`src/rtl/seg_pio_irq.sv`:
```
// seg_pio_irq: Avalon-MM slave driving NDIGIT active-low seven-segment digits
// and sampling NIN switch/key inputs. Inputs are synchronised, debounced per
// bit, and debounced edges are latched into a write-1-to-clear register that
// raises a maskable level interrupt.
//
// Register map (word addresses):
//   0 HEX     RW   byte i bits[6:0] = segment pattern of digit i
//   1 DATA    RO   debounced inputs
//   2 MASK    RW   interrupt enables
//   3 EDGECAP W1C  captured debounced edges
module seg_pio_irq #(
  parameter int NDIGIT    = 4,   // 1..4
  parameter int NIN       = 4,   // 1..32
  parameter int DEBOUNCE  = 16,  // 0 bypasses the debouncer
  parameter int EDGE_MODE = 0    // 0 rising, 1 falling, 2 both
) (
  input  logic                  clk,
  input  logic                  reset_n,
  input  logic [1:0]            address,
  input  logic                  write,
  input  logic                  read,
  input  logic [31:0]           writedata,
  output logic [31:0]           readdata,
  output logic                  irq,
  input  logic [NIN-1:0]        SW,
  output logic [7*NDIGIT-1:0]   nHEX
);

  localparam logic [1:0] ADDR_HEX     = 2'd0;
  localparam logic [1:0] ADDR_DATA    = 2'd1;
  localparam logic [1:0] ADDR_MASK    = 2'd2;
  localparam logic [1:0] ADDR_EDGECAP = 2'd3;

  // Register state and next-state values
  logic [7*NDIGIT-1:0] hex_reg;
  logic [7*NDIGIT-1:0] hex_next;
  logic [NIN-1:0]      mask_reg;
  logic [NIN-1:0]      mask_next;
  logic [NIN-1:0]      edgecap_reg;
  logic [NIN-1:0]      edgecap_next;

  // Input path: two synchroniser stages, then the debounced value
  logic [NIN-1:0]      s1_reg;
  logic [NIN-1:0]      s2_reg;
  logic [NIN-1:0]      db_reg;
  logic [NIN-1:0]      db_next;

  // Edge qualification and clear requests
  logic [NIN-1:0]      edge_set;
  logic [NIN-1:0]      w1c_bits;

  // Register read view of HEX (bit 7 of each byte and absent digits read 0)
  logic [31:0]         hex_read;

  // Bus write decode
  logic                wr_hex;
  logic                wr_mask;
  logic                wr_edgecap;

  // Not every writedata bit lands in a register (bit 7 of each byte, unused
  // digit bytes, mask bits above NIN); fold them into a sink so nothing dangles.
  logic                unused_wdata;

  assign unused_wdata = ^writedata;

  assign wr_hex     = write && (address == ADDR_HEX);
  assign wr_mask    = write && (address == ADDR_MASK);
  assign wr_edgecap = write && (address == ADDR_EDGECAP);

  // Per-digit segment pattern: only bits[6:0] of each byte are stored.
  genvar gi;
  generate
    for (gi = 0; gi < NDIGIT; gi++) begin : g_hex_wr
      assign hex_next[7*gi +: 7] = wr_hex ? writedata[8*gi +: 7] : hex_reg[7*gi +: 7];
    end

    for (gi = 0; gi < 4; gi++) begin : g_hex_rd
      if (gi < NDIGIT) begin : g_present
        assign hex_read[8*gi +: 8] = {1'b0, hex_reg[7*gi +: 7]};
      end else begin : g_absent
        assign hex_read[8*gi +: 8] = 8'h00;
      end
    end
  endgenerate

  assign mask_next = wr_mask ? writedata[NIN-1:0] : mask_reg;
  assign w1c_bits  = wr_edgecap ? writedata[NIN-1:0] : '0;

  // Per-bit debouncer: db follows s2 only after s2 has disagreed with db for
  // DEBOUNCE consecutive edges; any agreement restarts the count.
  generate
    for (gi = 0; gi < NIN; gi++) begin : g_debounce
      if (DEBOUNCE == 0) begin : g_bypass
        assign db_next[gi] = s2_reg[gi];
      end else begin : g_count
        localparam int CW = (DEBOUNCE > 1) ? $clog2(DEBOUNCE) : 1;
        localparam logic [CW-1:0] CNT_MAX = CW'(DEBOUNCE - 1);

        logic [CW-1:0] cnt_reg;
        logic [CW-1:0] cnt_next;
        logic          db_bit_next;

        // Stability counter and debounced-bit update decision
        always_comb begin
          cnt_next    = cnt_reg;
          db_bit_next = db_reg[gi];
          if (s2_reg[gi] == db_reg[gi]) begin
            cnt_next = '0;
          end else if (cnt_reg == CNT_MAX) begin
            db_bit_next = s2_reg[gi];
            cnt_next    = '0;
          end else begin
            cnt_next = cnt_reg + 1'b1;
          end
        end

        // Stability counter register
        always_ff @(posedge clk or negedge reset_n) begin
          if (!reset_n) begin
            cnt_reg <= '0;
          end else begin
            cnt_reg <= cnt_next;
          end
        end

        assign db_next[gi] = db_bit_next;
      end
    end
  endgenerate

  // Which debounced transitions count as an event
  generate
    if (EDGE_MODE == 0) begin : g_edge_rise
      assign edge_set = db_next & ~db_reg;
    end else if (EDGE_MODE == 1) begin : g_edge_fall
      assign edge_set = ~db_next & db_reg;
    end else begin : g_edge_both
      assign edge_set = db_next ^ db_reg;
    end
  endgenerate

  // A new edge beats a simultaneous clear of the same bit.
  assign edgecap_next = (edgecap_reg & ~w1c_bits) | edge_set;

  // All architectural state
  always_ff @(posedge clk or negedge reset_n) begin
    if (!reset_n) begin
      s1_reg      <= '0;
      s2_reg      <= '0;
      db_reg      <= '0;
      hex_reg     <= '1;
      mask_reg    <= '0;
      edgecap_reg <= '0;
    end else begin
      s1_reg      <= SW;
      s2_reg      <= s1_reg;
      db_reg      <= db_next;
      hex_reg     <= hex_next;
      mask_reg    <= mask_next;
      edgecap_reg <= edgecap_next;
    end
  end

  // Interrupt is a pure function of stored state, never of the bus or SW.
  assign irq  = |(edgecap_reg & mask_reg);
  assign nHEX = hex_reg;

  // Zero-wait-state read mux; shows pre-write contents during a write.
  always_comb begin
    readdata = '0;
    if (read && reset_n) begin
      unique case (address)
        ADDR_HEX:     readdata = hex_read;
        ADDR_DATA:    readdata = 32'(db_reg);
        ADDR_MASK:    readdata = 32'(mask_reg);
        ADDR_EDGECAP: readdata = 32'(edgecap_reg);
        default:      readdata = '0;
      endcase
    end
  end

endmodule

```
`config.mk`:
```
export PLATFORM = sky130hd
export DESIGN_NAME = seg_pio_irq
export DESIGN_NICKNAME = d
export VERILOG_FILES = /design/src/rtl/seg_pio_irq.sv
export SDC_FILE = /design/constraint.sdc
export NUM_CORES = 1
export LEC_CHECK = 0
export CORE_AREA = 5 5 61 118
export DETAILED_ROUTE_END_ITERATION = 12
export DIE_AREA = 0 0 66 123
export HOLD_SLACK_MARGIN = 0.03
export PLACE_DENSITY = 0.84
export SLEW_MARGIN = 20
export SYNTH_ARGS = -nofsm -noshare
export SYNTH_HDL_FRONTEND = slang
export SYNTH_SLANG_ARGS = --single-unit
```
`constraint.sdc`:
```
create_clock -name clk -period 2.95 [get_ports clk]
set_input_delay 0.7375 -clock clk [delete_from_list [all_inputs] [get_ports clk]]
set_output_delay 0.7375 -clock clk [all_outputs]
set_load 0.02 [all_outputs]
```
==> impl_metrics.ini, run 1 <==
[floorplan]
ios = 103
die-width_um = 66
rows = 41
fp.dieH_um = 123
initial_core_util = 0.473
coreArea_um2 = 6210
die-area_um2 = 8120

[synth]
ys_types = 32
yosysSeqAreaShare = 0.557
synth_area_um2 = 2940
synth_cells = 216
async_reset_ff_frac = 1.00
synth_edf_count = 0
ys_top_cells_by_area = dfrtp_1, dfstp_2, mux2_4
synth-seq-cells = 64
yosys_warnings = 0
synth_top_area_cell = dfrtp_1
synth_flop_cell = dfrtp_1
synthTopCellsByCount = dfrtp_1, dfstp_2, and2_1
synth_top_area_frac = 0.307
synth.most_common_cell = dfrtp_1
syn_avg_cell_area_um2 = 13.6

[grt]
grt_pass1_vias = 2153
grt-busiest-layer = met2
overflow = 0
use_met3 = 0.0700
grt_antenna_before_repair = 0
grt_use_met2 = 0.273
grt_pass1_wl_um = 10300
grt_max_degree = 65
grt.total_usage = 0.167
use_met1 = 0.201

[finish]
largest_reg_flops = 28
drive_above_1_share = 0.273
areaGrowthSynthToFinish_pct = 44.3
seq_area_um2 = 1640
fillers = 467
fin_nets = 367
multi_input_area_um2 = 1200
n_antenna_cell = 0

[setup_path]
rr_worst_depth = 3
cp.depth = 6
critPathCaptureType = output port
worstSetupPathType = in2out
cp_top_family = buffers and inverters
crit_path_start_kind = input pin
worst_ep_required_time_ns = 2.21
worstPathMaxFanout = 24
cp_cell_sequence = clkdlybuf4s50_1, nand2_1, nor3_4, buf_12, and2_1, dlygate4sd2_1
r2r-start = g_debounce[0].g_count.cnt_reg[0]$_DFF_PN0_
crit_path_start = read
arrival_ns = 2.13
max_stage_delay_ns = 0.45
slowest_stage = clkdlybuf4s50_1
path_buf_inv = 3

[run]
maxCapViolCount = 0

[sta]
max_freq_ghz = 0.349
finalHoldViolations = 0
fin_crit_ns = 2.87
post-route-period-util = 0.972
relSlewSlack = 0.491
skew_ns = 0.00371
tightestPinTransition_ns = 0.764
setup_viol = 0
drv_slew = 0
finalWorstSetupSlack_ns = 0.0816
holdWs_ns = 0.347
rsz0062_at_grt = no

[clocking]
cts_buffer_depth = 2
cts.clk_slew.worst_paths_ns = 0.05
cts.sinks = 64
cts_hold_buf = 0
numCtsBuffers = 9
cts-root-buf = clkbuf_16
cts_tree = yes
post-cts-setup-buffer-count = 0
clkLatencyLatePin_ns = 0.32
htreeDepth = 3

[min_path]
hold_class = reg2reg
worstHoldPathCells = 0
min-delay-start = s1_reg[0]$_DFF_PN0_

[drt]
detail_route.vias_per_cell = 4.93
ant_nets = 0
wirelength_um = 6380
drtIter0Drc = 56
drcViolationCount = 0
vias = 2031
firstDrtPassIters = 4
wl_per_cell_um = 15.5

[power_and_ir_drop]
p_leak_nw = 1.95
power_mw = 2.72
p_per_area_nw_per_um2 = 641
max-vdd-ir-drop_uv = 459

[placement]
numPortBuffers = 94
hpwl_um = 4710
place_congestion = 0.730
preCtsSetupSlack_ns = -0.472

[outcome]
status = complete, no violations
cell families (layout without fill, tap and decap cells):
family          Yosys count  in the layout  share of synthesized area
flops                    64             64                      0.557
simple gates             59             59                      0.122
mux                      36             36                      0.181
compound gates           27             27                     0.0541
buf+inv                  17            124                     0.0434
xor+xnor                  8              8                     0.0239
fa+ha+maj                 4              4                     0.0170
other cells               1              4                    0.00128
final timing paths:
check,slack [ns],endpoint
worst min register to register,0.35,s2_reg[0]$_DFF_PN0_
worst max-delay path,0.08,readdata[28]
min in group asynchronous,0.58,mask_reg[3]$_DFFE_PN0P_
max in group asynchronous,1.85,g_debounce[1].g_count.cnt_reg[3]$_DFF_PN0_
worst max register to register,1.68,db_reg[0]$_DFF_PN0_
worst min-delay path,0.35,s2_reg[0]$_DFF_PN0_
metrics by stage:
step	std cells	util	TNS [ns]	area [um^2]
after global routing	412	0.683	0	4240
final	412	0.683	0	4240
after CTS	412	0.682	0	4230
after global placement	396	0.639	-9.55	3970
after detailed placement	396	0.639	-10.74	3970
after floorplan	219	-	0	2950
report_power, final:
| group | switching, mW | leakage (nW) | total (mW) | internal (mW) |
|---|---|---|---|---|
| Clock | 0.349 | 0.150 | 1.05 | 0.696 |
| Combinational | 0.240 | 1.04 | 0.551 | 0.311 |
| Sequential | 0.0829 | 0.762 | 1.12 | 1.04 |
| Total | 0.672 | 1.95 | 2.72 | 2.05 |
layout by cell type, fill, tap and decap left out, types with 5 or more instances in the layout:
| cell type | instances |
|---|---|
| o21ai_0 | 14 |
| mux2_4 | 20 |
| dlygate4sd2_1 | 27 |
| dfstp_2 | 28 |
| nand2_1 | 6 |
| clkbuf_16 | 9 |
| mux2_2 | 12 |
| nand3_1 | 5 |
| clkdlybuf4s50_1 | 63 |
| dfrtp_1 | 36 |
| buf_4 | 7 |
| inv_1 | 6 |
| nor2b_1 | 8 |
| and2_1 | 24 |
| xnor2_1 | 8 |
area by class of cell:
cell class	instances	area share
flip-flops and latches	64	0.386
multi-input cells	138	0.283
repair buffers	102	0.230
clock buffers	13	0.0614
well taps	86	0.0254
clock inverters	3	0.00945
inverters	6	0.00531
routing by layer:
layer | vias up | share of wire
met1 | 979 | 0.40
met2 | 93 | 0.50
li1 | 950 | -
met5 | - | 0
met4 | 0 | 0.014
met3 | 9 | 0.094
what timing repair did:
| item | 4_1_cts | 5_1_grt |
|---|---|---|
| endpoints found under the hold margin | 0 | 0 |
| gates resized for setup | 31 | 4 |
| endpoints found under the setup margin | 28 | 19 |
(Power assumes the default switching activity.)
==> run 2: changes to the inputs <==
==> constraint.sdc (replaced) <==
create_clock -name clk -period 3.5 [get_ports clk]
set_input_delay 0.875 -clock clk [delete_from_list [all_inputs] [get_ports clk]]
set_output_delay 0.875 -clock clk [all_outputs]
set_load 0.02 [all_outputs]
==> impl_metrics.ini, run 2 (same netlist as run 1, synthesis figures left out) <==
[drt]
wl_per_cell_um = 16.0
vias = 2034
firstDrtPassIters = 4
drcViolationCount = 0
ant_nets = 0
wirelength_um = 6580
detail_route.vias_per_cell = 4.94
drtIter0Drc = 29

[min_path]
hold_class = reg2reg

[finish]
layout_commonest_cell = clkdlybuf4s50_1
fillers = 456
largest_reg_flops = 28
drive_above_1_share = 0.273
seq_area_um2 = 1640
fin_nets = 367
final_area_um2 = 4300
final_cell_mix = clkdlybuf4s50_1, dfrtp_1, dfstp_2, dlygate4sd2_1, and2_1
areaGrowthSynthToFinish_pct = 46.4
utilization = 0.693
multi_input_area_um2 = 1190
n_antenna_cell = 0

[grt]
grt_pass1_wl_um = 10600
grt_max_degree = 65
overflow = 0
grt_antenna_before_repair = 0
grt_pass1_vias = 2269
grt.total_usage = 0.171

[sta]
max_freq_ghz = 0.291
post-route-period-util = 0.983
tightestPinTransition_ns = 0.767
finalHoldViolations = 0
rsz0062_at_grt = no
holdWs_ns = 0.348
fin_crit_ns = 3.44
skew_ns = 0.00397
setup_viol = 0
relSlewSlack = 0.489
finalWorstSetupSlack_ns = 0.0591
drv_slew = 0

[placement]
place_congestion = 0.757
preCtsSetupSlack_ns = -0.144
hpwl_um = 4810
placed_cell_area_um2 = 3970
numPortBuffers = 94

[setup_path]
worst_ep_required_time_ns = 2.62
timing.rr.end = db_reg[1]$_DFF_PN0_
arrival_ns = 2.57
worstSetupPathType = in2out
crit_path_start_kind = input pin
rr_worst_depth = 3
critPathCaptureType = output port
cp-endpoint = readdata[2]
r2r_setup_slack_ns = 2.24
worstPathMaxFanout = 5
crit_path_start = address[1]
r2r-start = g_debounce[1].g_count.cnt_reg[0]$_DFF_PN0_

[clocking]
cts-root-buf = clkbuf_16
post-cts-setup-buffer-count = 0
cts.clk_slew.worst_paths_ns = 0.05
numCtsBuffers = 9
cts_buffer_depth = 2
htreeDepth = 3
cts_tree = yes
clkLatencyLatePin_ns = 0.32
cts.sinks = 64

[power_and_ir_drop]
p_leak_nw = 1.97
max-vdd-ir-drop_uv = 362
p_per_area_nw_per_um2 = 582
power_mw = 2.50

[floorplan]
initial_core_util = 0.473
coreArea_um2 = 6210
die-area_um2 = 8120
fp.dieH_um = 123
die-width_um = 66
ios = 103
rows = 41

[run]
maxCapViolCount = 0

[outcome]
status = complete, no violations
run 2: cell types whose count changed in the layout (fill, tap and decap cells not counted):
cell             delta
clkbuf_2            -1
clkbuf_1            -2
clkbuf_8            -1
nor3_4              -1
clkdlybuf4s15_2     -1
nor3_2              +1
dlygate4sd2_1       +1
clkdlybuf4s50_1     +2
bufinv_16           +3
dlymetal6s2s_1      -1
run 2: how the worst min path moves through the flow:
stage	cells after the start	end	slack [ns]	start
after floorplan	0	s2_reg[0]$_DFF_PN0_	0.33	s1_reg[0]$_DFF_PN0_
after global placement	0	s2_reg[0]$_DFF_PN0_	0.33	s1_reg[0]$_DFF_PN0_
after detailed placement	0	s2_reg[0]$_DFF_PN0_	0.34	s1_reg[0]$_DFF_PN0_
after CTS	0	s2_reg[0]$_DFF_PN0_	0.35	s1_reg[0]$_DFF_PN0_
after global routing	0	s2_reg[1]$_DFF_PN0_	0.35	s1_reg[1]$_DFF_PN0_
final	0	s2_reg[3]$_DFF_PN0_	0.35	s1_reg[3]$_DFF_PN0_
run 2: critical path, cell delays in order:
cell	delay [ns]
clkdlybuf4s50_1	0.54
buf_4	0.19
mux4_2	0.51
nor2b_1	0.14
dlygate4sd2_1	0.31
run 2: through the flow:
step	std cells	setup TNS (ns)
global placement	396	-0.818
global route	412	0
finish	412	0
detailed placement	396	-1.67
floorplan	219	0
CTS	412	0
run 2: power by group:
part / switching (mW) / internal (mW)
Sequential: 0.0724 / 0.875
Combinational: 0.202 / 0.263
Clock: 0.307 / 0.784
run 2: area by class of cell:
cell class                 instances  area share
timing repair buffer             102       0.226
sequential                        64       0.381
clock buffer                      10      0.0556
inverter                           6     0.00524
clock inverter                     6      0.0303
multi-input combinational        138       0.277
tap                               86      0.0250
run 2: repair_timing:
item	4_1_cts	5_1_grt
gates resized for setup	28	0
endpoints found under the setup margin	28	0
hold buffers	0	0
run 2: routing by layer:
metal	share of wire	vias up	GRT usage
li1	-	947	-
met1	0.40	988	0.193
met2	0.49	89	0.283
met3	0.088	10	0.0609
met4	0.020	0	0.0814
met5	0	-	0
==> run 3: changes to the inputs <==
--- a/config.mk
+++ b/config.mk
@@ -5,11 +5,11 @@
 export SDC_FILE = /design/constraint.sdc
 export NUM_CORES = 1
 export LEC_CHECK = 0
-export CORE_AREA = 5 5 61 118
+export CORE_AREA = 5 5 64 123
 export DETAILED_ROUTE_END_ITERATION = 12
-export DIE_AREA = 0 0 66 123
+export DIE_AREA = 0 0 69 128
 export HOLD_SLACK_MARGIN = 0.03
-export PLACE_DENSITY = 0.84
+export PLACE_DENSITY = 0.77
 export SLEW_MARGIN = 20
 export SYNTH_ARGS = -nofsm -noshare
 export SYNTH_HDL_FRONTEND = slang
==> constraint.sdc (replaced) <==
create_clock -name clk -period 3.54 [get_ports clk]
set_input_delay 0.885 -clock clk [delete_from_list [all_inputs] [get_ports clk]]
set_output_delay 0.885 -clock clk [all_outputs]
set_load 0.02 [all_outputs]
==> impl_metrics.ini, run 3 (same netlist as run 1, synthesis figures left out) <==
[finish]
drive_above_1_share = 0.267
fillers = 574
fin_nets = 367
final_area_um2 = 4310
areaGrowthSynthToFinish_pct = 46.7
utilization = 0.626
n_antenna_cell = 0
final_cell_mix = clkdlybuf4s50_1, dfrtp_1, dfstp_2
largest_reg_flops = 28
layout_commonest_cell = clkdlybuf4s50_1

[setup_path]
timing.rr.end = db_reg[2]$_DFF_PN0_
arrival_ns = 2.60
r2r-start = g_debounce[2].g_count.cnt_reg[0]$_DFF_PN0_
worst_ep_required_time_ns = 2.65
worstSetupPathType = in2out
crit_path_start_kind = input pin
worstPathMaxFanout = 24
rr_worst_depth = 3
r2r_setup_slack_ns = 2.28
critPathCaptureType = output port

[drt]
wirelength_um = 6610
wl_per_cell_um = 15.9
ant_nets = 0
firstDrtPassIters = 4
drtIter0Drc = 71
drcViolationCount = 0
vias = 2059
detail_route.vias_per_cell = 4.95

[power_and_ir_drop]
p_per_area_nw_per_um2 = 521
p_leak_nw = 2.13
power_mw = 2.24
max-vdd-ir-drop_uv = 402

[sta]
post-route-period-util = 0.984
fin_crit_ns = 3.48
tightestPinTransition_ns = 0.794
drv_slew = 0
setup_viol = 0
max_freq_ghz = 0.287
relSlewSlack = 0.470
finalWorstSetupSlack_ns = 0.0557
skew_ns = 0.00580
finalHoldViolations = 0
holdWs_ns = 0.346

[min_path]
worstHoldPathCells = 0
min-delay-start = s1_reg[0]$_DFF_PN0_
hold_end = s2_reg[0]$_DFF_PN0_
hold_class = reg2reg

[clocking]
numCtsBuffers = 9
cts_hold_buf = 0
cts.clk_slew.worst_paths_ns = 0.05
clkLatencyLatePin_ns = 0.32
htreeDepth = 3
cts_buffer_depth = 2
cts_tree = yes
cts.sinks = 64
cts-root-buf = clkbuf_16

[grt]
overflow = 0
grt.total_usage = 0.156
grt_pass1_vias = 2195
grt_max_degree = 65
use_met1 = 0.170
grt-busiest-layer = met2
grt_pass1_wl_um = 10900
grt_use_met2 = 0.284
use_met3 = 0.0416
grt_antenna_before_repair = 0

[floorplan]
coreArea_um2 = 6890
initial_core_util = 0.427
die-area_um2 = 8830
rows = 43
ios = 103
fp.dieH_um = 128
die-width_um = 69

[placement]
preCtsSetupSlack_ns = -0.0818
place_congestion = 0.811
numPortBuffers = 94
hpwl_um = 4890
placed_cell_area_um2 = 3980

[run]
maxCapViolCount = 0

[outcome]
status = complete, no violations
==> run 3: changes by cell type in the layout (fill, tap and decap cells not counted), sizes merged <==
cell / previous run / this run
dlymetal6s2s: 0 / 16
clkbuf: 10 / 12
clkdlybuf4s50: 65 / 72
clkinv: 2 / 3
dlygate4sd2: 28 / 5
bufinv: 4 / 1
==> run 3: worst max path at each step <==
stage               slack (ns)  depth (start not counted)           end        from
global route           -0.0009                          6  readdata[27]  address[1]
CTS                       0.01                          6  readdata[11]  address[1]
detailed placement       -0.08                          5   readdata[0]  address[1]
floorplan                 0.91                          4  readdata[10]  address[0]
finish                    0.06                          6  readdata[14]  address[1]
global placement         -0.08                          5   readdata[0]  address[1]
==> run 3: through the flow <==
step                      cells  setup TNS [ns]
after floorplan             219               0
after global placement      400          -0.206
after detailed placement    400          -0.215
after CTS                   416               0
after global routing        416       -0.000911
final                       416               0
==> run 3: critical path: stages <==
cell and delay (ns):
clkdlybuf4s50_1 0.40, buf_4 0.17, nor3_2 0.24, buf_12 0.18, and2_1 0.13, clkdlybuf4s50_1 0.60
==> run 3: what timing repair did <==
action                                  in CTS  in global routing
setup buffers                                0                  0
endpoints found under the setup margin       5                 16
resized for setup                            5                 16
==> run 3: final cells by class <==
class,count,area (um^2),area share
Sequential cell,64,1640,0.380
Timing Repair Buffer,102,1050,0.245
Multi-Input combinational cell,138,1190,0.276
Clock inverter,4,45.0,0.0105
Inverter,6,22.5,0.00523
Tap cell,90,113,0.0261
Clock buffer,12,246,0.0572
==> run 3: per-layer routing <==
metal	vias up	routed length, um	part of all wire
li1	951	-	-
met1	1007	2590	0.39
met2	93	3520	0.53
met3	8	409	0.062
met4	0	91	0.014
met5	-	0	0
==> run 3: power breakdown <==
part           switching (mW)  internal, mW  total (mW)
combinational           0.200         0.265       0.465
clock                   0.287         0.560       0.846
sequential             0.0680         0.865       0.933
total                   0.555          1.69        2.24
